**src/rtl/pc_gen.sv**
```systemverilog
// Fetch program-counter generator: sequential/redirect/trap target selection,
// a held fetch request handshake, and a misalignment halt.
module pc_gen #(
    parameter int              XLEN      = 64,
    parameter logic [XLEN-1:0] RESET_VEC = XLEN'(64'h8000_0000),
    parameter int              IALIGN    = 4
) (
    input  logic            clk,
    input  logic            rst_n,
    input  logic            stall,
    input  logic            redirect_valid,
    input  logic [XLEN-1:0] redirect_pc,
    input  logic            trap_valid,
    input  logic [XLEN-1:0] trap_pc,
    output logic            req_valid,
    input  logic            req_ready,
    output logic [XLEN-1:0] req_pc,
    output logic [XLEN-1:0] pc_out,
    output logic [XLEN-1:0] pc_prev,
    output logic            misaligned,
    output logic [XLEN-1:0] misaligned_addr
);

    localparam int AB = (IALIGN == 2) ? 1 : 2;

    typedef enum logic [1:0] {IDLE, ISSUE, HALT} state_t;

    state_t          state, state_nxt;
    logic            held, held_nxt;
    logic            pend_valid, pend_valid_nxt;
    logic            pend_is_trap, pend_is_trap_nxt;
    logic [XLEN-1:0] pend_pc, pend_pc_nxt;
    logic [XLEN-1:0] pc_out_nxt, pc_prev_nxt, misaligned_addr_nxt;
    logic            misaligned_nxt;
    logic [XLEN-1:0] tgt;
    logic            tgt_trap;
    logic            fire;

    function automatic logic [XLEN-1:0] align_trap(input logic [XLEN-1:0] a);
        return {a[XLEN-1:AB], {AB{1'b0}}};
    endfunction

    function automatic logic is_misaligned(input logic [XLEN-1:0] a);
        return |a[AB-1:0];
    endfunction

    assign req_valid = (state == ISSUE) && (!stall || held);
    assign fire      = req_valid && req_ready;
    assign req_pc    = pc_out;

    always_comb begin
        tgt      = pc_out + XLEN'(IALIGN);
        tgt_trap = 1'b0;
        if (trap_valid) begin
            tgt      = align_trap(trap_pc);
            tgt_trap = 1'b1;
        end else if (redirect_valid) begin
            tgt = redirect_pc;
        end else if (pend_valid) begin
            tgt      = pend_pc;
            tgt_trap = pend_is_trap;
        end
    end

    always_comb begin
        state_nxt           = state;
        held_nxt            = held;
        pend_valid_nxt      = pend_valid;
        pend_is_trap_nxt    = pend_is_trap;
        pend_pc_nxt         = pend_pc;
        pc_out_nxt          = pc_out;
        pc_prev_nxt         = pc_prev;
        misaligned_nxt      = 1'b0;
        misaligned_addr_nxt = misaligned_addr;
        case (state)
            IDLE: state_nxt = ISSUE;
            ISSUE: begin
                if (fire || (!req_valid && (trap_valid || redirect_valid))) begin
                    held_nxt       = 1'b0;
                    pend_valid_nxt = 1'b0;
                    if (!tgt_trap && is_misaligned(tgt)) begin
                        misaligned_nxt      = 1'b1;
                        misaligned_addr_nxt = tgt;
                        state_nxt           = HALT;
                    end else begin
                        pc_out_nxt  = tgt;
                        pc_prev_nxt = pc_out;
                    end
                end else if (req_valid) begin
                    // Request stays up; remember where to go once it is accepted.
                    held_nxt = 1'b1;
                    if (trap_valid) begin
                        pend_valid_nxt   = 1'b1;
                        pend_is_trap_nxt = 1'b1;
                        pend_pc_nxt      = align_trap(trap_pc);
                    end else if (redirect_valid && !(pend_valid && pend_is_trap)) begin
                        pend_valid_nxt   = 1'b1;
                        pend_is_trap_nxt = 1'b0;
                        pend_pc_nxt      = redirect_pc;
                    end
                end
            end
            HALT: begin
                held_nxt       = 1'b0;
                pend_valid_nxt = 1'b0;
                if (trap_valid) begin
                    pc_out_nxt  = align_trap(trap_pc);
                    pc_prev_nxt = pc_out;
                    state_nxt   = ISSUE;
                end
            end
            default: state_nxt = IDLE;
        endcase
    end

    always_ff @(posedge clk or negedge rst_n) begin
        if (!rst_n) begin
            state           <= IDLE;
            held            <= 1'b0;
            pend_valid      <= 1'b0;
            pend_is_trap    <= 1'b0;
            pend_pc         <= '0;
            pc_out          <= RESET_VEC;
            pc_prev         <= '0;
            misaligned      <= 1'b0;
            misaligned_addr <= '0;
        end else begin
            state           <= state_nxt;
            held            <= held_nxt;
            pend_valid      <= pend_valid_nxt;
            pend_is_trap    <= pend_is_trap_nxt;
            pend_pc         <= pend_pc_nxt;
            pc_out          <= pc_out_nxt;
            pc_prev         <= pc_prev_nxt;
            misaligned      <= misaligned_nxt;
            misaligned_addr <= misaligned_addr_nxt;
        end
    end

endmodule

```
**config.mk**
```make
export PLATFORM = sky130hd
export DESIGN_NAME = pc_gen
export DESIGN_NICKNAME = d
export VERILOG_FILES = /design/src/rtl/pc_gen.sv
export SDC_FILE = /design/constraint.sdc
export NUM_CORES = 1
export LEC_CHECK = 0
export CORE_ASPECT_RATIO = 0.8
export CORE_MARGIN = 4
export CORE_UTILIZATION = 65
export DETAILED_ROUTE_END_ITERATION = 7
export DONT_BUFFER_PORTS = 1
export PLACE_DENSITY = 0.81
export SYNTH_ARGS = -nofsm -noshare
export SYNTH_HDL_FRONTEND = slang
export SYNTH_SLANG_ARGS = --single-unit
```
**constraint.sdc**
```tcl
create_clock -name clk -period 3 [get_ports clk]
set_clock_uncertainty 0.2 [all_clocks]
set_input_delay 0.3 -clock clk [delete_from_list [all_inputs] [get_ports clk]]
set_output_delay 0.3 -clock clk [all_outputs]
set_load 0.03 [all_outputs]
```
==> impl_metrics.xml <==
<?xml version="1.0" encoding="UTF-8"?>
<metrics>
  <group name="outcome">
    <metric name="run_status" unit="">finished, violations left</metric>
    <metric name="failing_checks" unit="">negative hold slack</metric>
  </group>
  <group name="worst_setup_path">
    <metric name="cpLargestDelayFamily" unit="">buffers and inverters</metric>
    <metric name="cp_data_required_time" unit="ps">3280</metric>
    <metric name="cp_max_fo" unit="">21</metric>
    <metric name="cell_type_with_the_highest_occurrence_count_on_the_critical_path" unit="">buf_4</metric>
    <metric name="kind_of_critical_path" unit="">reg2reg</metric>
    <metric name="cpMaxStageDelayCell" unit="">dfrtp_1</metric>
    <metric name="data_arrival_at_the_endpoint_of_the_critical_path" unit="ps">3210</metric>
    <metric name="crit_chain" unit="">mux2_2, o211ai_1, buf_4, a211oi_2, buf_4, a2111oi_4, buf_4, buf_4, buf_4, nand2_1, nand2_1</metric>
    <metric name="critPathCaptureType" unit="">flop</metric>
    <metric name="nature_of_the_critical_path_startpoint" unit="">flop</metric>
    <metric name="worst-path-buf-inv" unit="">5</metric>
    <metric name="critical-path-max-stage-delay" unit="ps">410</metric>
  </group>
  <group name="logic_synthesis">
    <metric name="synth_seq_cells" unit="">262</metric>
    <metric name="yosys_most_used_dff" unit="">dfrtp_1</metric>
    <metric name="post_synthesis_sequential_area_ratio" unit="%">45.0</metric>
    <metric name="async_reset_ff_share" unit="%">100</metric>
    <metric name="syn-cell-area" unit="um2">14600</metric>
    <metric name="avgSynthCellArea" unit="um2">8.59</metric>
    <metric name="yosysUniqueCellTypes" unit="">72</metric>
    <metric name="synth_edf_count" unit="">0</metric>
    <metric name="synthesis.yosys.warnings" unit="">0</metric>
    <metric name="gate_count_of_the_mapped_netlist" unit="">1696</metric>
    <metric name="synth_nets" unit="">1835</metric>
  </group>
  <group name="global_route">
    <metric name="grt_max_degree" unit="">263</metric>
    <metric name="grt_pass1_vias" unit="">15000</metric>
    <metric name="use_met2" unit="%">68.7</metric>
    <metric name="grt.met1_usage" unit="%">55.9</metric>
    <metric name="grt.busiest_layer" unit="">met2</metric>
    <metric name="grt_first_pass_wirelength" unit="mm">85.7</metric>
    <metric name="grt_antenna_before_repair" unit="">2</metric>
    <metric name="grt.overflow.total" unit="">0</metric>
    <metric name="grt.met3_usage" unit="%">13.2</metric>
    <metric name="grtUsageTotal" unit="%">43.5</metric>
  </group>
  <group name="min_path">
    <metric name="holdCritPathClass" unit="">in2async</metric>
  </group>
  <group name="detailed_routing">
    <metric name="detail_route.first_pass.iterations" unit="">6</metric>
    <metric name="totalWireLength" unit="mm">56.1</metric>
    <metric name="drtIter0Drc" unit="">2050</metric>
    <metric name="dr_total_vias" unit="">15000</metric>
    <metric name="postRouteAntennaNets" unit="">0</metric>
    <metric name="drt-wirelength-per-cell" unit="um">25.9</metric>
    <metric name="post_drt_via_cell_ratio" unit="">6.92</metric>
    <metric name="drc_errors" unit="">0</metric>
  </group>
  <group name="power_and_ir_drop">
    <metric name="p_per_area" unit="nW/um2">1190</metric>
    <metric name="irDropWorstVdd" unit="mV">0.835</metric>
    <metric name="power_leakage" unit="nW">7.98</metric>
  </group>
  <group name="timing">
    <metric name="final.min_clock_period" unit="ps">2930</metric>
    <metric name="final-hold-violation-count" unit="">263</metric>
    <metric name="worst-slew-pin-transition" unit="ps">868</metric>
    <metric name="timing_max_transition_violations_final" unit="">0</metric>
    <metric name="fin_setup_tns" unit="ps">0</metric>
    <metric name="period_share" unit="%">97.7</metric>
    <metric name="timing.hold.ws" unit="ps">-749</metric>
    <metric name="max-slew-margin-rel" unit="%">42.1</metric>
    <metric name="max_freq" unit="GHz">0.341</metric>
    <metric name="timing.final.setup_violations" unit="">0</metric>
  </group>
  <group name="clock_network">
    <metric name="cts_buf_count" unit="">27</metric>
    <metric name="clock-sinks" unit="">262</metric>
    <metric name="cts-root-buf" unit="">clkbuf_16</metric>
    <metric name="cts_buffer_depth" unit="">3</metric>
    <metric name="clock_latency" unit="ps">560</metric>
    <metric name="cts-hold-fix-buffers" unit="">167</metric>
    <metric name="clk_transition_reported_paths" unit="ps">60</metric>
    <metric name="ctsHtreeMaxLevel" unit="">1</metric>
    <metric name="tritoncts_clock_tree" unit="">done</metric>
  </group>
  <group name="die">
    <metric name="fp.dieW" unit="um">175</metric>
    <metric name="core.rowCount" unit="">48</metric>
    <metric name="die_y" unit="um">142</metric>
    <metric name="design.core.area" unit="um2">21800</metric>
    <metric name="io-pin-count" unit="">392</metric>
    <metric name="floorplan.die_area" unit="um2">24900</metric>
    <metric name="initial_core_utilization" unit="%">66.8</metric>
  </group>
  <group name="final_layout">
    <metric name="drive_gt1_share" unit="%">12.9</metric>
    <metric name="areaGrowthSynthToFinish" unit="%">21.4</metric>
    <metric name="filler_cell_count" unit="">1320</metric>
    <metric name="nets_final" unit="">1983</metric>
    <metric name="layout.cells.non_filler" unit="">2167</metric>
  </group>
  <group name="placed_design">
    <metric name="gp_congestion" unit="">0.968</metric>
    <metric name="io_buffer_count" unit="">0</metric>
    <metric name="number_of_instances_in_the_placed_design" unit="">1945</metric>
    <metric name="detailedPlacementHpwl" unit="mm">33.7</metric>
  </group>
  <group name="job">
    <metric name="number_of_max_capacitance_violations_reported" unit="">0</metric>
  </group>
</metrics>
==> final cells by class <==
class	instances	area [um2]	share of cell area, %
clock buffers	39	751	4.25
clock inverters	10	110	0.623
multi-input cells	1233	7030	39.8
diodes	3	7.51	0.0425
well taps	300	375	2.12
repair buffers	306	2800	15.8
flip-flops and latches	262	6560	37.1
inverters	14	52.6	0.297
==> path summary, 6_finish.rpt <==
| path | to | depth (start not counted) | from | slack (ps) |
|---|---|---|---|---|
| worst min register to register | pend_pc[24]$_DFFE_PN0P_ | 2 | pend_pc[24]$_DFFE_PN0P_ | 280 |
| worst max-delay path | pc_prev[40]$_DFFE_PN0P_ | 11 | pend_valid$_DFFE_PN0P_ | 70 |
| max in group asynchronous | pc_prev[55]$_DFFE_PN0P_ | 0 | rst_n | 3080 |
| worst min-delay path | pc_prev[21]$_DFFE_PN0P_ | 0 | rst_n | -750 |
| min in group clk | misaligned_addr[23]$_DFFE_PN0P_ | 4 | redirect_pc[23] | -10 |
| worst max register to register | pc_prev[40]$_DFFE_PN0P_ | 11 | pend_valid$_DFFE_PN0P_ | 70 |
==> logic make-up after synthesis <==
group	count (synthesis)	synth area share, %
multiplexers	65	4.74
XOR/XNOR	31	1.86
buffers and inverters	201	7.05
AO/OA/AOI/OAI	433	19.0
AND/OR/NAND/NOR	699	21.9
adder cells (fa/ha/maj)	5	0.430
flip-flops	262	45.0
==> per-stage QoR <==
step                      utilization, %  worst slack [ps]  area [um2]  power [W]
after floorplan                        -             0.133       14600     0.0144
after global placement              69.2               110       15100     0.0165
after detailed placement            69.2              23.1       15100     0.0168
after CTS                           80.9              75.5       17600     0.0205
after global routing                81.1             -8.23       17700     0.0219
final                               81.1              69.7       17700     0.0210
==> report_power, final <==
group	internal (W)	total, W	switching, W
clock network	0.00191	0.00339	0.00148
logic	0.00302	0.00943	0.00641
registers	0.00518	0.00820	0.00302
==> cell usage after synthesis (12+ instances only) <==
cell type,number,area [um2]
o21ai_0,176,881
nand4_1,21,131
a21boi_0,35,263
mux2_2,32,360
a221o_1,13,130
nand2_1,412,1550
buf_4,67,503
dfrtp_1,261,6530
nor2_1,59,221
or3_1,12,75.1
o22ai_1,32,200
nand3_1,51,255
a22oi_1,17,128
clkbuf_1,87,327
a21oi_1,47,235
nor4_1,17,106
nor3_1,29,145
o211ai_1,22,165
mux2i_1,33,330
buf_1,17,63.8
inv_1,12,45.0
o31ai_1,12,90.1
xnor2_1,20,175
buf_2,15,75.1
and3_1,35,219
==> layout by cell type (no fill, tap or decap), types with 13 or more instances in the layout <==
cell | netlist | layout
dfrtp_1 | 261 | 261
nor3_1 | 29 | 28
a22oi_1 | 17 | 17
nand3_1 | 51 | 50
mux2_2 | 32 | 32
o22ai_1 | 32 | 32
buf_4 | 67 | 134
nand2_1 | 412 | 412
clkbuf_16 | 0 | 27
and3_1 | 35 | 35
mux2i_1 | 33 | 33
nor2_1 | 59 | 59
a221o_1 | 13 | 13
a21boi_0 | 35 | 35
a21oi_1 | 47 | 47
nand4_1 | 21 | 21
o21ai_0 | 176 | 176
dlygate4sd3_1 | 0 | 165
nor4_1 | 17 | 15
xnor2_1 | 20 | 20
o211ai_1 | 22 | 22
==> sequential cells by signal (all words and copies together), names as in the netlist <==
signal / flops
state: 2
pend_is_trap: 1
held: 1
misaligned_addr: 64
pc_prev: 64
misaligned: 1
pend_pc: 64
pc_out: 64
pend_valid: 1
==> repair_timing <==
action,CTS,global route
gates resized for setup,1,4
cloned,0,0
endpoints found under the setup margin,1,87
buffers inserted,0,3
pin swaps,0,3
endpoints found under the hold margin,440,262
==> metal layers <==
metal	routed length [um]	share of wire [%]	vias to the layer above
met2	25100	45	1340
met4	2900	5.2	2
li1	-	-	6242
met3	7960	14	270
met1	20100	36	7143
met5	12	0.021	-
Power figures use the tool's default switching activity.
